<file path="src/rtl/rocket_mem_sched_pkg.sv">
// Shared types and helpers for the AXI-to-word-memory scheduler and its arbiter.
package rocket_mem_sched_pkg;

  typedef enum logic [2:0] {
    IDLE,
    RD_REQ,
    RD_CAP,
    RD_RESP,
    WR_BEAT,
    WR_RESP
  } sched_state_e;

  typedef enum logic {
    READ  = 1'b0,
    WRITE = 1'b1
  } grant_e;

  localparam logic [1:0] RESP_OKAY   = 2'b00;
  localparam logic [1:0] RESP_SLVERR = 2'b10;

  function automatic int beat_bytes(input int data_width);
    return data_width / 8;
  endfunction

endpackage

</file>
<file path="src/rtl/rocket_rr_arb2.sv">
// Two-way round-robin arbiter: requester 0 is the read side, requester 1 the write side.
module rocket_rr_arb2
  import rocket_mem_sched_pkg::*;
(
  input  logic       clk,
  input  logic       srst,
  input  logic [1:0] req,
  input  logic       en,
  output logic [1:0] gnt,
  output grant_e     last_grant
);

  grant_e last_grant_reg;

  // On a tie the side that did not win last time goes first.
  always_comb begin
    gnt    = 2'b00;
    gnt[0] = en & req[0] & (~req[1] | (last_grant_reg == WRITE));
    gnt[1] = en & req[1] & (~req[0] | (last_grant_reg == READ));
  end

  always_ff @(posedge clk) begin
    if (srst) begin
      last_grant_reg <= WRITE;
    end else if (gnt[0]) begin
      last_grant_reg <= READ;
    end else if (gnt[1]) begin
      last_grant_reg <= WRITE;
    end
  end

  assign last_grant = last_grant_reg;

endmodule

</file>
<file path="src/rtl/rocket_axi_mem_sched.sv">
// AXI4 INCR-burst scheduler onto a single-ported word memory with one-cycle read latency.
module rocket_axi_mem_sched
  import rocket_mem_sched_pkg::*;
#(
  parameter int ID_WIDTH   = 4,
  parameter int ADDR_WIDTH = 32,
  parameter int DATA_WIDTH = 64
) (
  input  logic                    clock,
  input  logic                    reset_wire_reset,
  input  logic                    aw_valid,
  output logic                    aw_ready,
  input  logic [ID_WIDTH-1:0]     aw_id,
  input  logic [ADDR_WIDTH-1:0]   aw_addr,
  input  logic [7:0]              aw_len,
  input  logic                    w_valid,
  output logic                    w_ready,
  input  logic [DATA_WIDTH-1:0]   w_data,
  input  logic [DATA_WIDTH/8-1:0] w_strb,
  input  logic                    w_last,
  output logic                    b_valid,
  input  logic                    b_ready,
  output logic [ID_WIDTH-1:0]     b_id,
  output logic [1:0]              b_resp,
  input  logic                    ar_valid,
  output logic                    ar_ready,
  input  logic [ID_WIDTH-1:0]     ar_id,
  input  logic [ADDR_WIDTH-1:0]   ar_addr,
  input  logic [7:0]              ar_len,
  output logic                    r_valid,
  input  logic                    r_ready,
  output logic [ID_WIDTH-1:0]     r_id,
  output logic [DATA_WIDTH-1:0]   r_data,
  output logic [1:0]              r_resp,
  output logic                    r_last,
  output logic                    mem_req_o,
  output logic                    mem_we_o,
  output logic [ADDR_WIDTH-1:0]   mem_addr_o,
  output logic [DATA_WIDTH/8-1:0] mem_strb_o,
  output logic [DATA_WIDTH-1:0]   mem_data_o,
  input  logic [DATA_WIDTH-1:0]   mem_data_i
);

  localparam int STRB_WIDTH = DATA_WIDTH / 8;
  localparam int BEAT_BYTES = beat_bytes(DATA_WIDTH);
  localparam logic [ADDR_WIDTH-1:0] BEAT_INCR  = ADDR_WIDTH'(BEAT_BYTES);
  localparam logic [ADDR_WIDTH-1:0] ALIGN_MASK = ~(ADDR_WIDTH'(BEAT_BYTES - 1));

  sched_state_e          state_reg;
  logic [ID_WIDTH-1:0]   id_reg;
  logic [7:0]            len_reg;
  logic [7:0]            beat_reg;
  logic [ADDR_WIDTH-1:0] addr_reg;
  logic [DATA_WIDTH-1:0] r_data_reg;
  logic                  error_reg;

  logic [1:0] arb_gnt;
  logic       arb_en;
  grant_e     last_grant;
  logic       beat_final;
  logic       w_fire;
  logic       rd_issue;

  // Address channels are only offered while idle; reset keeps both readies low.
  assign arb_en = (state_reg == IDLE) & ~reset_wire_reset;

  rocket_rr_arb2 u_arb (
    .clk        (clock),
    .srst       (reset_wire_reset),
    .req        ({aw_valid, ar_valid}),
    .en         (arb_en),
    .gnt        (arb_gnt),
    .last_grant (last_grant)
  );

  assign ar_ready   = arb_gnt[0];
  assign aw_ready   = arb_gnt[1];
  assign beat_final = (beat_reg == len_reg);
  assign w_ready    = (state_reg == WR_BEAT);
  assign w_fire     = w_ready & w_valid;
  assign rd_issue   = (state_reg == RD_REQ);

  always_ff @(posedge clock) begin
    if (reset_wire_reset) begin
      state_reg  <= IDLE;
      id_reg     <= '0;
      len_reg    <= '0;
      beat_reg   <= '0;
      addr_reg   <= '0;
      r_data_reg <= '0;
      error_reg  <= 1'b0;
    end else begin
      case (state_reg)
        IDLE: begin
          if (ar_ready) begin
            id_reg    <= ar_id;
            len_reg   <= ar_len;
            addr_reg  <= ar_addr & ALIGN_MASK;
            beat_reg  <= '0;
            state_reg <= RD_REQ;
          end else if (aw_ready) begin
            id_reg    <= aw_id;
            len_reg   <= aw_len;
            addr_reg  <= aw_addr & ALIGN_MASK;
            beat_reg  <= '0;
            error_reg <= 1'b0;
            state_reg <= WR_BEAT;
          end
        end
        RD_REQ: state_reg <= RD_CAP;
        RD_CAP: begin
          r_data_reg <= mem_data_i;
          state_reg  <= RD_RESP;
        end
        RD_RESP: begin
          if (r_ready) begin
            if (beat_final) begin
              state_reg <= IDLE;
            end else begin
              beat_reg  <= beat_reg + 8'd1;
              addr_reg  <= addr_reg + BEAT_INCR;
              state_reg <= RD_REQ;
            end
          end
        end
        WR_BEAT: begin
          if (w_valid) begin
            // The beat count decides the burst end; a w_last disagreeing with it is an error.
            if (w_last != beat_final) error_reg <= 1'b1;
            beat_reg <= beat_reg + 8'd1;
            addr_reg <= addr_reg + BEAT_INCR;
            if (beat_final) state_reg <= WR_RESP;
          end
        end
        WR_RESP: if (b_ready) state_reg <= IDLE;
        default: state_reg <= IDLE;
      endcase
    end
  end

  assign r_valid = (state_reg == RD_RESP);
  assign r_last  = r_valid & beat_final;
  assign r_id    = id_reg;
  assign r_data  = r_data_reg;
  assign r_resp  = RESP_OKAY;

  assign b_valid = (state_reg == WR_RESP);
  assign b_id    = id_reg;
  assign b_resp  = (b_valid & error_reg) ? RESP_SLVERR : RESP_OKAY;

  assign mem_req_o  = rd_issue | w_fire;
  assign mem_we_o   = w_fire;
  assign mem_addr_o = addr_reg;
  assign mem_data_o = w_fire ? w_data : '0;

  generate
    for (genvar gi = 0; gi < STRB_WIDTH; gi++) begin : g_strb
      assign mem_strb_o[gi] = rd_issue | (w_fire & w_strb[gi]);
    end
  endgenerate

endmodule

</file>
<file path="config.mk">
export PLATFORM = sky130hd
export DESIGN_NAME = rocket_axi_mem_sched
export DESIGN_NICKNAME = d
export VERILOG_FILES = /design/src/rtl/rocket_mem_sched_pkg.sv /design/src/rtl/rocket_rr_arb2.sv /design/src/rtl/rocket_axi_mem_sched.sv
export SDC_FILE = /design/constraint.sdc
export NUM_CORES = 1
export LEC_CHECK = 0
export ABC_AREA = 1
export CAP_MARGIN = 20
export CORE_AREA = 2 2 163 165
export DETAILED_ROUTE_END_ITERATION = 8
export DIE_AREA = 0 0 165 167
export GPL_TIMING_DRIVEN = 0
export PLACE_DENSITY = 0.61
export REMOVE_ABC_BUFFERS = 1
export SYNTH_ARGS = -nofsm -noshare
export SYNTH_HDL_FRONTEND = slang
export SYNTH_SLANG_ARGS = --single-unit
</file>
<file path="constraint.sdc">
create_clock -name clock -period 2.9 [get_ports clock]
set_input_delay 0.58 -clock clock [delete_from_list [all_inputs] [get_ports clock]]
set_output_delay 0.58 -clock clock [all_outputs]
set_load 0.1 [all_outputs]
</file>
======== Word-level counts from Yosys, hierarchy flattened ========
Cells that the tools add are included.
storage, ports and cells
  register bits ........................... 121
  word-level logic and storage cells ...... 98
operators by class
  add/sub/neg operators ................... 2
  eq/ne operators ......................... 16
  multiplexer cells ....................... 33
  bitwise logic cells ..................... 31
  reduce and logical (&&, ||, !) cells .... 8
operators with widths
  kind                                                                     number
  32-bit two-way mux                                                       5
  32-bit case mux with 3 select lines                                      1
  64-bit two-way mux                                                       1
  8-bit two-way mux                                                        7
  32-bit by 4-bit adder with 32-bit output, second input constant          1
  8-bit case mux with 3 select lines                                       1
  3-bit two-way mux                                                        6
  3-bit case mux with 6 select lines                                       1
  1-bit bitwise AND                                                        16
  5-bit AND reduction                                                      3
  1-bit OR                                                                 11
  8-bit by 1-bit adder with 8-bit output, second input constant            1
  8-bit equality test                                                      1
  4-bit two-way mux                                                        2
  2-bit by 1-bit inequality test with 1-bit output, second input constant  4
  2-bit inequality test, second input constant                             4
  1-bit two-way mux                                                        7
  3-bit by 2-bit equality test with 1-bit output, second input constant    2
  3-bit equality test, second input constant                               2
  1-bit NOT                                                                4
  2-bit nonzero test                                                       2
  3-bit by 1-bit equality test with 1-bit output, second input constant    1
  3-bit zero test                                                          1
  3-bit inequality test, second input constant                             1
  other kinds (5)                                                          5

======== Logic depth before layout (Yosys ltp) ========
Gate-level depths: netlist of run 1.
  word-level depth ........................ 7
  mapped depth ............................ 13

======== Cells and area by module ========
From an unflattened synthesis of run 1, not the netlist that was laid out.
unflattened totals
  cells, all modules ...................... 1145
  area total of the unflattened synthesis .. 6824.0 um2
modules (own cells, without submodules)
  module                instances  cells an instance  area each (um2)  sequential area each (um2)
  rocket_axi_mem_sched  1          1133               6752.7           2342.2
  rocket_rr_arb2        1          12                 71.3             20.0

======== Least setup slack after synthesis of run 1 ========
No wires, ideal clock.
  path type ............................... reg2out
  from .................................... reg state_reg[0]
  to ...................................... out b_resp[1]
  arrival time ............................ 3394 ps
  data required time ...................... 2320 ps
  path slack .............................. -1074 ps
  stages on the path, launching flop included .. 3
  buffers on the path ..................... 0
  cells stage by stage .................... dfxtp_1 -> inv_1 -> nor4_1
between the ends
  cells in the longest elaborated chain, start to end .. 3
ends and longest elaborated chain
  item                      RTL line                     source
  start: declaration        rocket_axi_mem_sched.sv:49   sched_state_e state_reg;
  start signal: assignment  rocket_axi_mem_sched.sv:85   state_reg <= IDLE;
  start signal: assignment  rocket_axi_mem_sched.sv:100  state_reg <= RD_REQ;
  start signal: assignment  rocket_axi_mem_sched.sv:107  state_reg <= WR_BEAT;
  3-bit equality test       rocket_axi_mem_sched.sv:147  assign b_valid = (state_reg == WR_RESP);
  1-bit bitwise AND         rocket_axi_mem_sched.sv:149  assign b_resp = (b_valid & error_reg) ? RESP_SLVERR : RESP_OKAY;
  2-bit two-way mux         rocket_axi_mem_sched.sv:149
  end: declaration          rocket_axi_mem_sched.sv:24   output logic [1:0] b_resp,
Every way passes these cells.

======== Worst setup path in the final report of run 1 ========
  from .................................... reg state_reg[1]
  to ...................................... out r_valid
between the ends
  cells in the longest elaborated chain, start to end .. 1
ends and longest elaborated chain
  item                                            RTL line                     source
  3-bit by 2-bit equality test with 1-bit output  rocket_axi_mem_sched.sv:141  assign r_valid = (state_reg == RD_RESP);
  end: declaration                                rocket_axi_mem_sched.sv:30   output logic r_valid,
Every way passes these cells.

==> results of run 1 <==
==> per-stage QoR <==
stage          setup slack [ns]  instances  cell area (um^2)  total power, W  TNS [ns]
3_3_place_gp              -5.44       1853             11100          0.0106   -481.88
4_1_cts                 -0.0164       1896             11800          0.0121   -0.0164
2_1_floorplan             -1.76       1111              6600         0.00778   -208.46
6_report                 0.0802       1897             11800          0.0120         0
3_5_place_dp              -2.38       1860             11300         0.00987   -161.42
5_1_grt                 0.00664       1897             11800          0.0126         0
==> worst paths after layout <==
path | startpoint | endpoint | slack [ns]
setup / recovery | state_reg[1] | r_valid | 0.08
hold / removal | r_data[51] | r_data[51] | 0.44
setup reg to reg | state_reg[1] | mem_addr_o[26] | 0.35
hold reg to reg | r_data[51] | r_data[51] | 0.44
==> synth_stat cells, types with 2 or more instances <==
cell type  number
o211ai_1        7
a21oi_1        91
nor3_1          3
ha_1            2
xnor2_1         3
inv_2           3
nand3_1        44
o21ai_0       101
clkbuf_1       29
inv_1         204
o22ai_1         5
buf_2          19
a31oi_1         5
nor2_2          2
nand4_1         3
nand2_1       259
buf_6           2
nand3b_1        3
dfxtp_1       118
buf_1           2
buf_4          15
nor2_1        229
a221oi_1        5
xor2_1          9
==> cell families after synthesis <==
family | Yosys count | share of synthesized area
DFF | 118 | 0.341
AOI/OAI and AO/OA | 216 | 0.164
buffers and inverters | 275 | 0.163
other | 1 | 0.000541
xor gates and xnor gates | 12 | 0.0152
and+or+nand+nor | 549 | 0.313
adders and majority gates | 2 | 0.00361
==> worst reg2reg max path: stages, from the launching register on <==
cell and delay, ns:
dfxtp_1 0.50, nor2_4 0.11, nand2_2 0.15, nand2_1 0.30, inv_4 0.48, nand2_1 0.18
nand3_4 0.30, buf_12 0.24, nand2_1 0.09, nand2_1 0.06, nor2_1 0.05
==> power groups by stage <==
stage                     sequential [W]  clock, W  combinational (W)
after floorplan                  0.00470         0            0.00307
after global placement           0.00255         0            0.00807
after detailed placement         0.00239         0            0.00747
after CTS                        0.00237   0.00219            0.00751
after global routing             0.00242   0.00226            0.00796
final                            0.00237   0.00213            0.00747
==> final cells by class <==
cell class	instances	share of cell area
Clock buffer	18	0.0371
Clock inverter	14	0.0117
Inverter	208	0.0671
Multi-Input combinational cell	786	0.297
Sequential cell	118	0.200
Tap cell	335	0.0354
Timing Repair Buffer	417	0.351
Timing Repair inverter	1	0.000529
==> routing by layer <==
layer	up-vias	global-route usage	wire, um
met5	-	0	0
met4	0	0.0567	387
met3	27	0.0535	2030
met2	247	0.328	12900
met1	3654	0.251	12300
li1	4343	-	-
==> what timing repair did <==
item | 4_1_cts | 5_1_grt
buffers inserted | 2 | 1
pin swaps | 2 | 1
endpoints found under the setup margin | 134 | 86
resized for setup | 386 | 6
gates cloned | 2 | 0
==> results.ini, run 1 <==
[global_routing]
grt_max_degree = 71
antenna_found_initial = 0
first_global_vias = 7920
grt-ovfl-total = 0
grtUsageTotal = 0.198
grt_pass1_wl_um = 42700

[cts]
cts-root-buf = clkbuf_16
path_clk_slew_ns = 0.06
clockBufferDepth = 2
clkLatencyLatePin_ns = 0.43
numCtsBuffers = 17
cts_htree_levels = 4
clock_sinks = 118
cts_tree = done
hold_buffers = 0

[logic_synthesis]
yosysUniqueCellTypes = 34
yosysTopAreaCellShare = 0.341
yosysWarningCount = 0
avgSynthCellArea_um2 = 5.91
synthArstFlopShare = 0
synthFlopType = dfxtp_1
syn_area_mm2 = 0.00693
ys_ff_latch = 118
synth_edf_count = 0
synthTopCellsByArea = dfxtp_1, nand2_1, nor2_1, inv_1, o21ai_0
yosys.area.top_type = dfxtp_1
syn_inst = 1173
ys_seq_area_frac = 0.341

[floorplanning]
initial_core_util = 0.269
ios = 420
fp.dieH_um = 167
die_w_um = 165
core_area_mm2 = 0.0258
dieArea_mm2 = 0.0276
rows = 59

[outcome]
outcome = completed

[power_and_ir_drop]
power_frac_seq = 0.198
powerDensity_mw_per_mm2 = 1010
intPower_w = 0.00507
p_sw_w = 0.00689
pwr-share-comb = 0.624
p_leak_nw = 5.08
ir_worst_vdd_mv = 0.613
p_sw_frac = 0.576
power_frac_clock = 0.178

[worst_hold_path]
holdPathStages = 2
min_path_type = reg2reg

[worst_setup_path]
slowest_delay_ns = 0.91
crit_type = reg2out
setup.worst_path.start_class = flip-flop
cp-end-kind = output pin
crit_arrival_ns = 2.24
required_ns = 2.32
cp_max_fo = 6
worst-path-stages = 3
cp_top_family = buffers and inverters
cp_slowest_cell = dlygate4sd2_1
crit_buf_inv = 2
crit_path_cell_trace = nand3_1 -> inv_1 -> dlygate4sd2_1
rr_worst_depth = 10

[finish]
seqCellArea_mm2 = 0.00236
final_util = 0.459
multiInputGateArea_mm2 = 0.00352
drive_above_1_share = 0.0877
mostFrequentLayoutCells = clkdlybuf4s50_1, nand2_1, nor2_1, inv_1, dfxtp_1
layout_commonest_cell = clkdlybuf4s50_1
antennaDiodeCount = 0
nFillCells = 2724
syn_to_final_growth_pct = 70.7
num-nets-final = 1783
largest_register_ffs = 64

[placement]
io_buffers = 407
hpwl_um = 20800
place_congestion = 0.894

[routing]
routed_via_density = 4.36
drt-total-wl_um = 27700
dr.first_iter.drc_count = 451
vias = 8271
drt-pass1-iter-count = 6
postRouteAntennaNets = 0
wire_per_inst_um = 14.6
drcViolationCount = 0

[timing]
final.setup_skew_ns = 0.0137
slew_headroom = 0.308
finalSetupViolations = 0
finalHoldViolations = 0
rsz0062_at_grt = no
slew_viol_final = 0
hold_ws_ns = 0.441
fin_crit_ns = 2.82
fmax_ghz = 0.355
tightest_slew_ns = 1.03
min_period_over_period = 0.972

[run]
maxCapViolCount = 0

Note: power is estimated with default switching activity, not from simulation.
==> run 2: changes to the inputs <==
--- a/config.mk
+++ b/config.mk
@@ -6,12 +6,11 @@
 export NUM_CORES = 1
 export LEC_CHECK = 0
 export ABC_AREA = 1
-export CAP_MARGIN = 20
-export CORE_AREA = 2 2 163 165
+export CORE_AREA = 5 5 162 164
 export DETAILED_ROUTE_END_ITERATION = 8
-export DIE_AREA = 0 0 165 167
+export DIE_AREA = 0 0 167 169
 export GPL_TIMING_DRIVEN = 0
-export PLACE_DENSITY = 0.61
+export PLACE_DENSITY = 0.75
 export REMOVE_ABC_BUFFERS = 1
 export SYNTH_ARGS = -nofsm -noshare
 export SYNTH_HDL_FRONTEND = slang
==> run 2 against run 1 <==
Against the previous run: worst hold slack got worse by 0.0010 ns; count of clock-buffer cells in the layout did not move; clock skew fell by 0.0016 ns; via count rose by 1.4%; wire length rose by 0.43%; critical endpoint unchanged; largest cell class unchanged.
==> results.ini, run 2 (same netlist as run 1, synthesis figures left out) <==
[floorplanning]
initial_core_util = 0.280
core_area_mm2 = 0.0247
rows = 58
die_w_um = 167
ios = 420
dieArea_mm2 = 0.0282
fp.dieH_um = 169

[worst_setup_path]
crit_path_cell_trace = nand3_1 -> inv_1 -> clkdlybuf4s15_1
crit_type = reg2out
setup.worst_path.start_class = flip-flop
cp-end-kind = output pin
cp_top_family = buffers and inverters
crit_arrival_ns = 2.23
required_ns = 2.32
crit_buf_inv = 2
slowest_delay_ns = 0.89
cp_max_fo = 6
cp_slowest_cell = clkdlybuf4s15_1

[finish]
layout_commonest_cell = clkdlybuf4s50_1
num-nets-final = 1779
mostFrequentLayoutCells = clkdlybuf4s50_1, nand2_1, nor2_1, inv_1, dfxtp_1
syn_to_final_growth_pct = 69.6
stdcell_count = 1889
seqCellArea_mm2 = 0.00236
drive_above_1_share = 0.0860
largest_register_ffs = 64
multiInputGateArea_mm2 = 0.00352
nFillCells = 2438

[timing]
finalHoldViolations = 0
slew_viol_final = 0
rsz0062_at_grt = no
fin_crit_ns = 2.81
min_period_over_period = 0.968
final.setup_skew_ns = 0.0120
fmax_ghz = 0.356
finalSetupViolations = 0
tightest_slew_ns = 1.04
fin_ws_ns = 0.0939
slew_headroom = 0.307

[placement]
io_buffers = 407
hpwl_um = 21400
placedCellCount = 1853
place_congestion = 0.897
pre_cts_slack_ns = -1.80

[global_routing]
grt-ovfl-total = 0
first_global_vias = 7927
grt_max_degree = 104
grt_pass1_wl_um = 43200
grtUsageTotal = 0.187
antenna_found_initial = 1

[worst_hold_path]
min_path_type = reg2reg

[routing]
dr.first_iter.drc_count = 555
vias = 8387
drcViolationCount = 0
routed_via_density = 4.44
wire_per_inst_um = 14.7
drt-pass1-iter-count = 5
drt-total-wl_um = 27800
postRouteAntennaNets = 0

[cts]
path_clk_slew_ns = 0.06
clockBufferDepth = 2
numCtsBuffers = 17
clkLatencyLatePin_ns = 0.41
cts-root-buf = clkbuf_16
clock_sinks = 118
cts_htree_levels = 4
cts_tree = done

[run]
maxCapViolCount = 0

[power_and_ir_drop]
p_leak_nw = 5.09
ir_worst_vdd_mv = 0.567
powerDensity_mw_per_mm2 = 1020

[outcome]
outcome = completed

## run 2: cell count changes in the layout (fill, tap and decap cells not counted), sizes merged
cell           before  now
bufinv              1    3
dlygate4sd2         4    3
inv               217  215
diode               0    1
buf                53   73
clkdlybuf4s15      15   13
clkinvlp            3    2
clkdlybuf4s18      20    0
## run 2: path summary, 6_finish.rpt
path / from / end / slack (ns) / cells after the start
setup / recovery: state_reg[1] / r_valid / 0.09 / 3
setup reg to reg: state_reg[1] / mem_addr_o[26] / 0.46 / 10
hold / removal: r_data[6] / r_data[6] / 0.44 / 2
hold reg to reg: r_data[6] / r_data[6] / 0.44 / 2
## run 2: area by class of cell
type                       count  share of cell area
multi-input combinational    786               0.299
antenna                        1            0.000213
sequential                   118               0.201
clock buffer                  18              0.0365
clock inverter                14              0.0161
timing repair buffer         414               0.345
inverter                     208              0.0671
tap                          330              0.0351
## run 2: metrics by stage
step                      TNS (ns)  power, W  hold slack [ns]   util  area (um^2)
after floorplan            -208.46   0.00778            0.446      -         6600
after global placement     -442.86    0.0106            0.430  0.448        11100
after detailed placement   -115.53   0.00982            0.435  0.454        11200
after CTS                        0    0.0121            0.443  0.474        11700
after global routing             0    0.0127            0.452  0.475        11800
final                            0    0.0120            0.440  0.475        11800
## run 2: worst min-delay path: cells and delay by family (launching register included)
family,cells,cell delay (ns)
buffers and inverters,1,0.04
AO/OA/AOI/OAI,1,0.05
flip-flops,1,0.30
## run 2: repair_timing
| item | in CTS | in global routing |
|---|---|---|
| buffers inserted | 2 | 0 |
| setup endpoints to repair | 124 | 78 |
| cloned | 1 | 0 |
| gates resized for setup | 442 | 4 |
| pin swaps | 2 | 0 |
| hold buffers | 0 | 0 |
## run 2: metal layers
| metal | global-route usage | wire length (um) | up-vias |
|---|---|---|---|
| met4 | 0.0502 | 471 | 0 |
| met3 | 0.0621 | 2290 | 33 |
| met5 | 0 | 0 | - |
| met2 | 0.317 | 13300 | 313 |
| met1 | 0.230 | 11700 | 3717 |
| li1 | - | - | 4324 |
## run 2: power breakdown
part	total, W	switching (W)	internal, W
registers	0.00236	0.000353	0.00201
logic	0.00742	0.00563	0.00178
clock network	0.00227	0.000882	0.00138
==> run 3: changes to the inputs <==
--- a/config.mk
+++ b/config.mk
@@ -10,7 +10,7 @@
 export DETAILED_ROUTE_END_ITERATION = 8
 export DIE_AREA = 0 0 167 169
 export GPL_TIMING_DRIVEN = 0
-export PLACE_DENSITY = 0.75
+export PLACE_DENSITY_LB_ADDON = 0.12
 export REMOVE_ABC_BUFFERS = 1
 export SYNTH_ARGS = -nofsm -noshare
 export SYNTH_HDL_FRONTEND = slang
==> run 3 against run 2 <==
Against the previous run: critical endpoint is now mem_addr_o[3]; fmax fell by 0.37%; critical path depth fell by 2; sequential share of layout area fell by 0.079 points; die area did not move; sequential cell count did not move; combinational power rose by 2%; global-route usage rose by 2.0 points; worst hold slack improved by 0.00079 ns.
==> results.ini, run 3 (same netlist as run 1, synthesis figures left out) <==
[worst_setup_path]
crit_arrival_ns = 2.24
cp_max_fo = 8
cp-end-kind = output pin
cp_slowest_cell = clkdlybuf4s50_1
setup.worst_path.start_class = flip-flop
rrSetupSlack_ns = 0.32
crit_buf_inv = 1
crit_path_cell_trace = clkdlybuf4s50_1
cp_top_family = buffers and inverters
slowest_delay_ns = 1.32
required_ns = 2.32
crit_type = reg2out

[floorplanning]
rows = 58
fp.dieH_um = 169
initial_core_util = 0.280
dieArea_mm2 = 0.0282
ios = 420
core_area_mm2 = 0.0247
die_w_um = 167

[finish]
largest_register_ffs = 64
stdcell_count = 1898
antennaDiodeCount = 0
drive_above_1_share = 0.0925
mostFrequentLayoutCells = clkdlybuf4s50_1, nand2_1, nor2_1, inv_1, dfxtp_1
layout_commonest_cell = clkdlybuf4s50_1
num-nets-final = 1789
syn_to_final_growth_pct = 70.3

[timing]
min_period_over_period = 0.971
slew_headroom = 0.223
fmax_ghz = 0.355
finalHoldViolations = 0
tightest_slew_ns = 1.16
final.setup_skew_ns = 0.0133
slew_viol_final = 0
finalSetupViolations = 0
fin_ws_ns = 0.0834
fin_crit_ns = 2.82

[outcome]
outcome = completed

[routing]
routed_via_density = 4.37
drcViolationCount = 0
dr.first_iter.drc_count = 478
wire_per_inst_um = 16.3
drt-pass1-iter-count = 5
postRouteAntennaNets = 0
drt-total-wl_um = 31000
vias = 8298

[power_and_ir_drop]
ir_worst_vdd_mv = 0.548
powerDensity_mw_per_mm2 = 1030
totalPowerFinal_w = 0.0121
power_frac_clock = 0.183
p_leak_nw = 5.14
intPower_w = 0.00520
power_frac_seq = 0.195
p_sw_w = 0.00694
p_sw_frac = 0.571
pwr-share-comb = 0.621

[global_routing]
grtUsageTotal = 0.207
grt-ovfl-total = 0
grt_use_met3 = 0.0675
grt-busiest-layer = met2
antenna_found_initial = 0
grt_pass1_wl_um = 46300
grt_util_met2 = 0.341
grt_max_degree = 83
first_global_vias = 7808
use_met1 = 0.267

[cts]
numCtsBuffers = 17
clock_sinks = 118
hold_buffers = 0
path_clk_slew_ns = 0.06
cts-root-buf = clkbuf_16
clockBufferDepth = 2
cts_tree = done
cts_htree_levels = 4
clkLatencyLatePin_ns = 0.42

[worst_hold_path]
min_path_type = reg2reg

[placement]
placedCellCount = 1853
place_congestion = 0.903
hpwl_um = 23100
io_buffers = 407
pre_cts_slack_ns = -2.56

[run]
maxCapViolCount = 0

==> run 3: cell count changes in the layout (fill, tap and decap cells not counted), sizes merged <==
cell,change
buf,+6
clkbuf,+3
clkdlybuf4s15,-7
clkdlybuf4s18,+5
diode,-1
inv,+1
nand3,+1
nor2,+1
==> run 3: metal layers <==
layer,routed length [um],part of all wire
met5,0,0
met4,382,0.012
met3,2460,0.080
met2,14500,0.47
met1,13700,0.44
==> run 3: area by class of cell <==
class / instances / area, um^2
clock buffers: 18 / 429
clock inverters: 14 / 184
fillers: 2611 / 12900
inverters: 208 / 803
multi-input cells: 788 / 3540
flip-flops and latches: 118 / 2360
well taps: 330 / 413
repair buffers: 421 / 4060
repair inverters: 1 / 8.76
==> run 3: power groups by stage <==
| stage | Clock [W] | Sequential (W) | Combinational (W) |
|---|---|---|---|
| 5_1_grt | 0.00237 | 0.00243 | 0.00799 |
| 3_5_place_dp | 0 | 0.00240 | 0.00742 |
| 6_report | 0.00223 | 0.00237 | 0.00754 |
| 2_1_floorplan | 0 | 0.00470 | 0.00307 |
| 3_3_place_gp | 0 | 0.00256 | 0.00807 |
| 4_1_cts | 0.00228 | 0.00237 | 0.00750 |
==> run 3: path summary, 6_finish.rpt <==
kind | end | startpoint | cells past startpoint
worst max-delay path | mem_addr_o[3] | mem_addr_o[3] | 1
worst min-delay path | r_data[3] | r_data[3] | 2
worst max register to register | mem_addr_o[31] | state_reg[1] | 10
worst min register to register | r_data[3] | r_data[3] | 2
==> run 3: per-stage QoR <==
| stage | TNS [ns] | utilization | area [um^2] | hold slack, ns |
|---|---|---|---|---|
| floorplan | -208.46 | - | 6600 | 0.446 |
| global placement | -483.37 | 0.448 | 11100 | 0.431 |
| detailed placement | -171.03 | 0.453 | 11200 | 0.435 |
| CTS | -0.0475 | 0.477 | 11800 | 0.445 |
| global route | -0.0438 | 0.477 | 11800 | 0.458 |
| finish | 0 | 0.477 | 11800 | 0.441 |
==> run 3: timing repair <==
action / CTS / global route
gates cloned: 2 / 2
gates resized for setup: 414 / 38
pin swaps: 3 / 3
buffers inserted: 3 / 6
endpoints found under the setup margin: 134 / 93
